[config.mk]
export PLATFORM = sky130hd
export DESIGN_NAME = sync_trial_controller
export DESIGN_NICKNAME = d
export VERILOG_FILES = /design/src/rtl/sync_trial_pkg.sv /design/src/rtl/toggle_sync_rx.sv /design/src/rtl/sync_trial_controller.sv
export SDC_FILE = /design/constraint.sdc
export NUM_CORES = 1
export LEC_CHECK = 0
export ABC_AREA = 1
export BUFFER_PORTS_ARGS = -buffer_cell sky130_fd_sc_hd__buf_2
export CAP_MARGIN = 20
export CELL_PAD_IN_SITES_DETAIL_PLACEMENT = 2
export CELL_PAD_IN_SITES_GLOBAL_PLACEMENT = 2
export CORE_ASPECT_RATIO = 1.2
export CORE_UTILIZATION = 38
export DETAILED_ROUTE_END_ITERATION = 12
export PLACE_DENSITY_LB_ADDON = 0.1
export RECOVER_POWER = 25
export SLEW_MARGIN = 5
export SYNTH_ARGS = -nofsm -noshare
export SYNTH_HDL_FRONTEND = slang
export SYNTH_SLANG_ARGS = --single-unit
[constraint.sdc]
create_clock -name clk -period 3 [get_ports clk]
set_input_delay 0.15 -clock clk [delete_from_list [all_inputs] [get_ports clk]]
set_output_delay 0.15 -clock clk [all_outputs]
set_load 0.005 [all_outputs]
[src/rtl/sync_trial_pkg.sv]
// rtl/sync_trial_pkg.sv - shared types and helpers for the synchronizer trial sequencer
package sync_trial_pkg;

  typedef enum logic [2:0] {
    S_IDLE,
    S_ARM,
    S_RUN,
    S_DRAIN,
    S_DONE
  } state_t;

  localparam int ARM_CYCLES = 2;

  function automatic logic [3:0] gray_encode(input logic [3:0] bin);
    return bin ^ (bin >> 1);
  endfunction

endpackage

[src/rtl/toggle_sync_rx.sv]
// rtl/toggle_sync_rx.sv - two-flop toggle synchronizer with registered edge pulse
module toggle_sync_rx (
  input  logic clk,
  input  logic rst_n,
  input  logic tgl,
  output logic ev_pulse
);

  logic s1;
  logic s2;
  logic s3;

  // Resynchronize the toggle and flag any change as a one-cycle pulse.
  always_ff @(posedge clk or negedge rst_n) begin
    if (!rst_n) begin
      s1       <= 1'b0;
      s2       <= 1'b0;
      s3       <= 1'b0;
      ev_pulse <= 1'b0;
    end else begin
      s1       <= tgl;
      s2       <= s1;
      s3       <= s2;
      ev_pulse <= s2 ^ s3;
    end
  end

endmodule

[src/rtl/sync_trial_controller.sv]
// rtl/sync_trial_controller.sv - trial sequencer: source counter, history window, sample checker
module sync_trial_controller
  import sync_trial_pkg::*;
#(
  parameter int LEN_W        = 16,
  parameter int CNT_W        = 16,
  parameter int HIST_DEPTH   = 8,
  parameter int DRAIN_CYCLES = 8
) (
  input  logic             clk,
  input  logic             rst_n,
  input  logic             start,
  input  logic             abort,
  input  logic             gray_mode,
  input  logic [LEN_W-1:0] trial_len,
  input  logic [3:0]       sample_data,
  input  logic             sample_tgl,
  output logic [3:0]       src_count,
  output logic             busy,
  output logic             done,
  output logic [CNT_W-1:0] sample_count,
  output logic [CNT_W-1:0] err_count
);

  localparam int DRN_W = $clog2(DRAIN_CYCLES + 1);
  localparam int TMR_W = (LEN_W > DRN_W) ? LEN_W : DRN_W;

  state_t           state;
  state_t           state_next;
  logic [TMR_W-1:0] tmr;
  logic [LEN_W-1:0] len_q;
  logic             gray_q;
  logic [3:0]       bin;
  logic [3:0]       bin_inc;
  logic [3:0]       src_next;
  logic [3:0]       hist [HIST_DEPTH];
  logic [HIST_DEPTH-1:0] hist_vld;
  logic [3:0]       data_q;
  logic [3:0]       chk_data;
  logic             chk_valid;
  logic             ev;
  logic             hit;
  logic             arm_first;
  logic             advance;
  logic             in_check;

  toggle_sync_rx u_sync (
    .clk      (clk),
    .rst_n    (rst_n),
    .tgl      (sample_tgl),
    .ev_pulse (ev)
  );

  assign busy      = (state == S_ARM) || (state == S_RUN) || (state == S_DRAIN);
  assign done      = (state == S_DONE);
  assign in_check  = (state == S_RUN) || (state == S_DRAIN);
  assign arm_first = (state == S_ARM) && (tmr == '0);
  assign advance   = (state_next == S_RUN);
  assign bin_inc   = bin + 4'd1;
  assign src_next  = gray_q ? gray_encode(bin_inc) : bin_inc;

  // State register.
  always_ff @(posedge clk or negedge rst_n) begin
    if (!rst_n) begin
      state <= S_IDLE;
    end else begin
      state <= state_next;
    end
  end

  // Next-state decode; abort overrides every other transition.
  always_comb begin
    state_next = state;
    case (state)
      S_IDLE:  if (start) state_next = S_ARM;
      S_ARM:   if (tmr == TMR_W'(ARM_CYCLES - 1))
                 state_next = (len_q == '0) ? S_DRAIN : S_RUN;
      S_RUN:   if (tmr == TMR_W'(len_q - LEN_W'(1))) state_next = S_DRAIN;
      S_DRAIN: if (tmr == TMR_W'(DRAIN_CYCLES - 1)) state_next = S_DONE;
      S_DONE:  state_next = S_IDLE;
      default: state_next = S_IDLE;
    endcase
    if (abort) state_next = S_IDLE;
  end

  // Per-state cycle timer, restarted on every state change.
  always_ff @(posedge clk or negedge rst_n) begin
    if (!rst_n) begin
      tmr <= '0;
    end else if ((state_next != state) || (state == S_IDLE)) begin
      tmr <= '0;
    end else begin
      tmr <= tmr + TMR_W'(1);
    end
  end

  // Source counter and history: cleared on ARM entry, stepped on each cycle heading into RUN.
  always_ff @(posedge clk or negedge rst_n) begin
    if (!rst_n) begin
      gray_q    <= 1'b0;
      len_q     <= '0;
      bin       <= 4'd0;
      src_count <= 4'd0;
      hist_vld  <= '0;
      for (int i = 0; i < HIST_DEPTH; i++) hist[i] <= 4'd0;
    end else begin
      if (arm_first) begin
        gray_q    <= gray_mode;
        len_q     <= trial_len;
        bin       <= 4'd0;
        src_count <= 4'd0;
        hist_vld  <= '0;
      end
      if (advance) begin
        bin         <= bin_inc;
        src_count   <= src_next;
        hist[0]     <= src_next;
        hist_vld[0] <= 1'b1;
        for (int i = HIST_DEPTH - 1; i > 0; i--) begin
          hist[i]     <= hist[i-1];
          hist_vld[i] <= hist_vld[i-1];
        end
      end
    end
  end

  // Parallel compare of the pending sample against every valid history entry.
  always_comb begin
    hit = 1'b0;
    for (int i = 0; i < HIST_DEPTH; i++) begin
      if (hist_vld[i] && (hist[i] == chk_data)) hit = 1'b1;
    end
  end

  // Sample capture and saturating counters; the one-cycle-old data copy has settled by event time.
  always_ff @(posedge clk or negedge rst_n) begin
    if (!rst_n) begin
      data_q       <= 4'd0;
      chk_data     <= 4'd0;
      chk_valid    <= 1'b0;
      sample_count <= '0;
      err_count    <= '0;
    end else begin
      data_q    <= sample_data;
      chk_valid <= ev && in_check;
      if (ev) chk_data <= data_q;
      if (state == S_ARM) begin
        sample_count <= '0;
        err_count    <= '0;
      end else if (chk_valid) begin
        if (sample_count != '1) sample_count <= sample_count + CNT_W'(1);
        if (!hit && (err_count != '1)) err_count <= err_count + CNT_W'(1);
      end
    end
  end

endmodule

==> impl_summary.txt, run 1 <==
----------------------------------------------------
[Die]
  Std-Cell Core Area ... approximately 18000 um^2
  Top-level I/O count ... 64
  Initial Util ... roughly 40%
  Vertical extent of the die ... around 150 um
  Die W ... 124 um
  Number of core rows ... 53
  Die outline area ... approximately 19000 um^2

[Status]
  Failing checks ... capacitance limit, slew limit
  Status ... finished with violations

[Routing]
  DR pass1 iterations ... 4
  Mean routed wirelength per cell ... around 19 um
  Via/cell ratio ... between 5 and 6
  Total vias in the final route ... 6271
  Number of nets with antenna violations after detailed routing ... 0
  Post-route DRC ... 0
  Detailed Route WL ... 22300 um
  Number of DRC markers in iteration 0 ... roughly 210

[Layout]
  Area added between synthesis and finish ... 20.5%
  Most frequent standard cell in the layout excluding fill and tap cells ... sky130_fd_sc_hd__nand2_1
  Layout cells sized above 1 ... between 10% and 20%
  Commonest non-fill, non-tap cells in the layout ... sky130_fd_sc_hd__nand2_1, sky130_fd_sc_hd__dfrtp_1, sky130_fd_sc_hd__inv_1
  NumNets Final ... around 1.0k
  Antenna cell count ... 0
  Count of non-filler cells in the finished layout ... roughly 1.2k
  Fillers ... approximately 2.0k

[Synthesis]
  Share of the synthesized area in the top cell type ... a little under half
  Ranking of synthesized cells by area ... sky130_fd_sc_hd__dfrtp_1, sky130_fd_sc_hd__nand2_1, sky130_fd_sc_hd__inv_1
  Area of the mapped netlist ... around 6800 um^2
  Cell type with the highest aggregate area in the netlist ... sky130_fd_sc_hd__dfrtp_1
  Register bit count reported by yosys ... between 100 and 150
  Post-synthesis cell type count ... 35
  Flip-flop cell with the highest count after synthesis ... sky130_fd_sc_hd__dfrtp_1
  Portion of the post-synthesis area used by sequential elements ... a little under half
  Number of flops mapped to enable cells by yosys ... 0
  Mean Syn Cell Area ... ~7.8 um^2
  Post-Synthesis Cells ... 880
  Async set or reset register ratio after synthesis ... 100%
  Count of warnings emitted by yosys ... 0
  Number of nets in the synthesized netlist ... 913

[GRT]
  Number of antenna violations at the first check in global routing ... 0
  Met3 Use GR ... approximately 4.5%
  Total track usage ... 25.4%
  Routing layer with the top usage in global route ... met2
  Met1 Track Usage GR ... 27.8%
  First-pass GRT wire length ... 37000 um
  Largest net degree at the start of global routing ... 70
  Grt met2 use ... between 40% and 50%
  Number of global-route vias before repair ... 7224
  Global-route congestion overflow total ... 0

[Placed design]
  Placed cell count ... between 1k and 1.5k
  Last weighted congestion value of the routability-driven placer ... 0.816
  Post-DP HPWL ... around 15000 um
  Number of input and output port buffers inserted ... 63

[Clock network]
  CTS buffer count ... 17
  Clock latency on the worst-skew pair ... approximately 0.43 ns
  Clock Pin Slew Worst Setup and Hold Paths ... 0.06 ns
  Num Clock Sinks ... between 100 and 150
  Clock tree from TritonCTS ... done
  Largest buffer count on any clock path ... 2
  CTS HTree Levels ... 4
  CTS Root Buffer Type ... sky130_fd_sc_hd__clkbuf_16
  Post-CTS Setup Repair Bufs ... 0

[Critical path]
  Origin of the critical flop-to-flop path ... len_q[0]
  Critical Path Fanout Max ... 28
  Arrival time of the worst setup path ... slightly below 3 ns
  CP Class ... reg -> reg
  Kind of start point of the critical path ... register
  Worst R2R Setup Slack ... about 0.38 ns
  Critical path capture point type ... register
  R2r worst-path depth ... 17
  Reg2Reg Capture Point ... hist_vld[3]
  Required @ worst endpoint ... around 3.4 ns

[STA]
  Normalized max-slew margin ... -22.4%
  Summed negative setup slack over all endpoints ... 0 ns
  Clock Skew ... roughly 0.015 ns
  Final hold slack ... ~0.35 ns
  Portion of the clock cycle consumed by the worst path in the final layout ... 87.2%
  Setup violations, final ... 0
  Unrepaired setup endpoints after global routing ... false
  Final number of max-transition violations ... between 60 and 70
  Slew at the pin closest to its max-slew limit ... about 1.8 ns
  Peak Freq ... about 0.38 GHz
  Final hold vios ... 0
  Minimum clock period after layout ... about 2.6 ns

[Hold path]
  Worst Hold Path EP ... u_sync.s2
  Hold-critical path depth ... 0
  Class of the most critical hold timing path ... reg -> reg
  Start point of the worst hold path ... u_sync.s1

[Power]
  Power density over the cells ... 740 nW/um^2
  Peak supply drop ... 0.406 mV
  Leak pwr ... approximately 4 nW

[Flow run]
  MaxCap Viol Count ... 1

----------------------------------------------------
what timing repair did:
| item | 4_1_cts | 5_1_grt |
|---|---|---|
| gates resized for setup | 0 | 0 |
| endpoints found under the hold margin | 91 | 0 |
| hold buffers | 24 | 0 |
sequential cells by signal, indices dropped and copies added (netlist names), 3 cells and up:
signal and count:
hist 32, err_count 16, len_q 16, sample_count 16
tmr 16, hist_vld 8, chk_data 4, data_q 4
src_count 4, bin 3, state 3
cell families after synthesis:
family / after synthesis / synth area share [%]
AO/OA/AOI/OAI: 101 / 7.88
XOR/XNOR: 48 / 6.16
adder cells (fa/ha/maj): 7 / 1.28
buffers and inverters: 123 / 7.60
flip-flops: 128 / 46.9
AND/OR/NAND/NOR: 473 / 30.2
synthesized netlist by cell type, types with 3 or more instances:
| cell type | instances |
|---|---|
| sky130_fd_sc_hd__o21ai_0 | 58 |
| sky130_fd_sc_hd__ha_1 | 7 |
| sky130_fd_sc_hd__nand3_1 | 60 |
| sky130_fd_sc_hd__a21oi_1 | 23 |
| sky130_fd_sc_hd__nand2_1 | 268 |
| sky130_fd_sc_hd__dfrtp_1 | 128 |
| sky130_fd_sc_hd__o21ai_1 | 3 |
| sky130_fd_sc_hd__inv_1 | 92 |
| sky130_fd_sc_hd__inv_2 | 3 |
| sky130_fd_sc_hd__o22ai_1 | 11 |
| sky130_fd_sc_hd__o2111ai_1 | 3 |
| sky130_fd_sc_hd__xor2_1 | 34 |
| sky130_fd_sc_hd__xnor2_1 | 14 |
| sky130_fd_sc_hd__clkbuf_1 | 10 |
| sky130_fd_sc_hd__nand4_1 | 15 |
| sky130_fd_sc_hd__nand2_2 | 6 |
| sky130_fd_sc_hd__nor2_2 | 17 |
| sky130_fd_sc_hd__nor2_1 | 79 |
| sky130_fd_sc_hd__buf_4 | 7 |
| sky130_fd_sc_hd__nor3_1 | 13 |
| sky130_fd_sc_hd__buf_2 | 5 |
| sky130_fd_sc_hd__buf_6 | 3 |
| sky130_fd_sc_hd__nand3b_1 | 6 |
worst max-delay path by stage:
stage | depth (start not counted) | end | from
5_1_grt | 17 | hist[11] | len_q[0]
2_1_floorplan | 17 | bin[2] | len_q[0]
4_1_cts | 17 | hist[12] | len_q[0]
3_3_place_gp | 18 | hist[11] | len_q[0]
3_5_place_dp | 16 | hist[12] | len_q[0]
6_report | 17 | hist_vld[3] | len_q[0]
routing by layer:
metal	vias up	part of all wire [%]
li1	2968	-
met1	3194	40
met2	76	56
met3	33	1.8
met4	0	2.3
met5	-	0
critical path: stages, from the launching register on:
cell and delay [ns]:
sky130_fd_sc_hd__dfrtp_1 0.38, sky130_fd_sc_hd__inv_1 0.15, sky130_fd_sc_hd__ha_1 0.32, sky130_fd_sc_hd__nand2_2 0.13, sky130_fd_sc_hd__nor2_4 0.14, sky130_fd_sc_hd__nand2_1 0.08
sky130_fd_sc_hd__nand2_1 0.10, sky130_fd_sc_hd__nand2_1 0.07, sky130_fd_sc_hd__nand2_1 0.09, sky130_fd_sc_hd__nand2_1 0.07, sky130_fd_sc_hd__nor2_1 0.10, sky130_fd_sc_hd__nand4_1 0.09
sky130_fd_sc_hd__nand2_1 0.10, sky130_fd_sc_hd__nand2_2 0.10, sky130_fd_sc_hd__nand2_4 0.12, sky130_fd_sc_hd__buf_4 0.30, sky130_fd_sc_hd__nand3_1 0.11, sky130_fd_sc_hd__nand2_1 0.09
layout make-up:
class / instances / area, um^2 / share of cell area (%)
Clock inverter: 10 / 156 / 1.90
Multi-Input combinational cell: 629 / 3110 / 37.7
Sequential cell: 128 / 3200 / 38.9
Timing Repair Buffer: 94 / 632 / 7.68
Inverter: 98 / 370 / 4.50
Tap cell: 220 / 275 / 3.35
Clock buffer: 22 / 484 / 5.89
where the power goes:
part	internal (W)	switching [W]	leakage, nW	total, W
Sequential	0.00196	0.000284	1.72	0.00225
Combinational	0.000517	0.00105	1.97	0.00156
Clock	0.00147	0.000800	0.316	0.00228
Total	0.00395	0.00213	4.00	0.00608
per-stage QoR:
stage | utilization, % | power (W) | area, um^2 | setup slack, ns
floorplan | - | 0.00325 | 6830 | 0.957
global placement | 41.8 | 0.00369 | 7350 | 0.630
detailed placement | 41.8 | 0.00382 | 7350 | 0.463
CTS | 46.9 | 0.00614 | 8230 | 0.398
global route | 46.8 | 0.00645 | 8230 | 0.167
finish | 46.8 | 0.00608 | 8230 | 0.385
No activity file was read; power rests on OpenSTA's default activity.
==> run 2: changes to the inputs <==
- ABC_AREA: 1 -> not set
- CORE_UTILIZATION: 38 -> 40
==> run 2 against run 1 <==
Against the previous run:
- the run ends with capacitance limit, slew limit, setup timing left
- power shrank 7.5%
- final cell count is 14% lower
- die area fell by 6.1%
- critical path depth decreased by 8
==> impl_summary.txt, run 2 <==
----------------------------------------------------
[Status]
  Status ... finished with violations
  Failing checks ... capacitance limit, slew limit, setup timing

[STA]
  Unrepaired setup endpoints after global routing ... true
  Peak Freq ... 0.313 GHz (-18%)
  Final hold vios ... 0 (unchanged)
  Final number of max-transition violations ... 62 (-10%)
  Slew at the pin closest to its max-slew limit ... 1.81 ns (-0.0288 ns)
  Portion of the clock cycle consumed by the worst path in the final layout ... 107% (+19 points)
  Normalized max-slew margin ... -20.5% (+1.9 points)
  Clock Skew ... 0.0154 ns (+0.000623 ns)
  Setup violations, final ... 61 (+61)
  Minimum clock period after layout ... 3.20 ns (+0.581 ns)
  Final worst setup slack ... -0.196 ns (-0.581 ns)
  Final hold slack ... 0.359 ns (+0.0134 ns)

[Synthesis]
  Share of the synthesized area in the top cell type ... 47.5% (+0.62 points)
  Portion of the post-synthesis area used by sequential elements ... 47.5% (+0.62 points)
  Number of flops mapped to enable cells by yosys ... 0 (unchanged)
  Post-Synthesis Cells ... 685 (-22%)
  Cell type with the highest aggregate area in the netlist ... sky130_fd_sc_hd__dfrtp_1
  Post-synthesis cell type count ... 63 (+80%)
  Register bit count reported by yosys ... 128 (unchanged)
  Commonest cells post-synth ... sky130_fd_sc_hd__dfrtp_1, sky130_fd_sc_hd__nand2_1, sky130_fd_sc_hd__xnor2_1
  Combinational family with the most area after synthesis ... simple AND/OR/NAND/NOR gates
  Post-synthesis xor/xnor area fraction ... 10.3% (+4.1 points)
  Async set or reset register ratio after synthesis ... 100% (unchanged)
  Proportion of synthesized area in mux cells ... 6.33% (+6.3 points)
  Leading cell type by number of instances after synthesis ... sky130_fd_sc_hd__dfrtp_1
  Count of warnings emitted by yosys ... 0 (unchanged)
  Adder and majority cell fraction of the synthesized area ... 1.30% (+0.017 points)
  Area of the mapped netlist ... 6740 um^2 (-1.3%)
  Number of nets in the synthesized netlist ... 718 (-21%)
  Mean Syn Cell Area ... 9.84 um^2 (+27%)
  Ranking of synthesized cells by area ... sky130_fd_sc_hd__dfrtp_1, sky130_fd_sc_hd__nand2_1, sky130_fd_sc_hd__xnor2_1
  Share of the synthesized area in compound gates (AO/OA/AOI/OAI) ... 10.7% (+2.8 points)
  Flip-flop cell with the highest count after synthesis ... sky130_fd_sc_hd__dfrtp_1
  Basic-gate share of the synthesized area counting and, or, nand and nor cells ... 20.2% (-9.9 points)

[Critical path]
  R2r worst-path depth ... 9 (-8)
  Kind of start point of the critical path ... register
  Arrival time of the worst setup path ... 3.51 ns (+0.53 ns)
  Critical path capture point type ... register
  Critical Path Fanout Max ... 8 (-71%)
  Required @ worst endpoint ... 3.32 ns (-0.04 ns)
  CP Class ... reg -> reg

[Routing]
  Detailed Route WL ... 27900 um (+25%)
  Via/cell ratio ... 5.98 (+15%)
  Post-route DRC ... 0 (unchanged)
  Number of nets with antenna violations after detailed routing ... 0 (unchanged)
  Total vias in the final route ... 6191 (-1.3%)
  Number of DRC markers in iteration 0 ... 353 (+66%)
  DR pass1 iterations ... 5 (+1)
  Mean routed wirelength per cell ... 27.0 um (+45%)

[GRT]
  Total track usage ... 30.3% (+4.9 points)
  Largest net degree at the start of global routing ... 63 (-10%)
  Global-route congestion overflow total ... 0 (unchanged)
  Number of global-route vias before repair ... 6767 (-6.3%)
  First-pass GRT wire length ... 39000 um (+5.6%)
  Number of antenna violations at the first check in global routing ... 0 (unchanged)

[Die]
  Top-level I/O count ... 64 (unchanged)
  Die outline area ... 17400 um^2 (-6.1%)
  Std-Cell Core Area ... 16300 um^2 (-7.0%)
  Vertical extent of the die ... 144 um (-3.1%)
  Die W ... 120 um (-3.1%)
  Number of core rows ... 51 (-3.8%)
  Initial Util ... 41.3% (+2.4 points)

[Layout]
  Layout cells sized above 1 ... 28.6% (+15 points)
  Antenna cell count ... 0 (unchanged)
  Top register by number of flip-flops ... hist
  Largest register FFs ... 32 (unchanged)
  NumNets Final ... 844 (-16%)
  Commonest non-fill, non-tap cells in the layout ... sky130_fd_sc_hd__dfrtp_1, sky130_fd_sc_hd__nand2_1, sky130_fd_sc_hd__buf_2
  Area added between synthesis and finish ... 31.3%
  Count of non-filler cells in the finished layout ... 1035 (-14%)
  Most frequent standard cell in the layout excluding fill and tap cells ... sky130_fd_sc_hd__dfrtp_1

[Hold path]
  Hold-critical path depth ... 2 (+2)
  Class of the most critical hold timing path ... in -> reg

[Clock network]
  CTS HTree Levels ... 4 (unchanged)
  Num Clock Sinks ... 128 (unchanged)
  Clock Pin Slew Worst Setup and Hold Paths ... 0.07 ns (about the same)
  CTS Root Buffer Type ... sky130_fd_sc_hd__clkbuf_16
  CTS buffer count ... 17 (unchanged)
  Clock latency on the worst-skew pair ... 0.44 ns (about the same)
  Largest buffer count on any clock path ... 2 (unchanged)
  Clock tree from TritonCTS ... done

[Placed design]
  Post-DP HPWL ... 13700 um (-9.8%)
  Number of input and output port buffers inserted ... 63 (unchanged)
  Placed cell count ... 963 (-16%)
  Last weighted congestion value of the routability-driven placer ... 0.860 (+5.4%)

[Power]
  Leak pwr ... 4.10 nW (+2.3%)
  Peak supply drop ... 0.352 mV (-13%)
  Power density over the cells ... 636 nW/um^2 (-14%)

[Flow run]
  MaxCap Viol Count ... 1 (unchanged)

----------------------------------------------------
## run 2: worst max-delay path, cell delays in order, from the launching register on
cell                       delay [ns]
sky130_fd_sc_hd__dfrtp_1         0.52
sky130_fd_sc_hd__buf_4           0.22
sky130_fd_sc_hd__xor2_1          0.37
sky130_fd_sc_hd__xnor2_1         0.24
sky130_fd_sc_hd__a31oi_1         0.17
sky130_fd_sc_hd__a2111o_1        0.31
sky130_fd_sc_hd__or4_4           0.56
sky130_fd_sc_hd__buf_12          0.19
sky130_fd_sc_hd__nand2_8         0.13
sky130_fd_sc_hd__mux2_1          0.35
## run 2: area by class of cell
type	count	area [um^2]
clock buffer	18	439
clock inverter	13	160
fill	1628	7490
inverter	13	48.8
multi-input combinational	509	3640
sequential	128	3210
tap	212	265
timing repair buffer	142	1080
## run 2: timing repair
item | CTS | global route
pin swaps | 9 | 15
hold endpoints to repair | 84 | 0
setup endpoints to repair | 64 | 64
cloned | 3 | 2
gates resized for setup | 23 | 59
hold buffers | 24 | 0
setup buffers | 9 | 4
## run 2: per-layer routing
layer | wire [um] | track usage [%] | vias up | share of wire, %
met1 | 10900 | 35.2 | 3227 | 39
met2 | 14800 | 54.6 | 218 | 53
li1 | - | - | 2662 | -
met5 | 0 | 0 | - | 0
met3 | 1210 | 4.34 | 84 | 4.3
met4 | 1080 | 14.6 | 0 | 3.9
## run 2: per-stage QoR
stage / TNS [ns] / setup WS (ns) / utilization, % / total power [W] / cell area [um^2]
6_report: -7.22 / -0.196 / 54.2 / 0.00563 / 8850
3_5_place_dp: -3.57 / -0.146 / 45.8 / 0.00299 / 7470
2_1_floorplan: -0.225 / -0.0104 / - / 0.00262 / 6760
3_3_place_gp: 0 / 0.0327 / 45.8 / 0.00292 / 7470
4_1_cts: -0.0655 / -0.0136 / 52.4 / 0.00528 / 8550
5_1_grt: -7.01 / -0.203 / 54.2 / 0.00576 / 8850
## run 2: path summary, 6_finish.rpt
kind | end | slack [ns] | start
setup / recovery | hist[13] | -0.20 | len_q[3]
hold / removal | u_sync.s1 | 0.36 | sample_tgl
setup reg to reg | hist[13] | -0.20 | len_q[3]
hold reg to reg | u_sync.s2 | 0.37 | u_sync.s1
max in group asynchronous | len_q[0] | 1.06 | rst_n
min in group asynchronous | err_count[5] | 0.73 | rst_n
## run 2: cell families after synthesis
logic type / count (synthesis)
compound gates: 108
xor+xnor: 79
fa+ha+maj: 7
buf+inv: 51
flops: 128
mux: 38
simple gates: 274
## run 2: power by group
part / switching [W] / total, W / internal, W
Clock: 0.000878 / 0.00221 / 0.00133
Sequential: 0.000272 / 0.00215 / 0.00188
Combinational: 0.000719 / 0.00127 / 0.000550
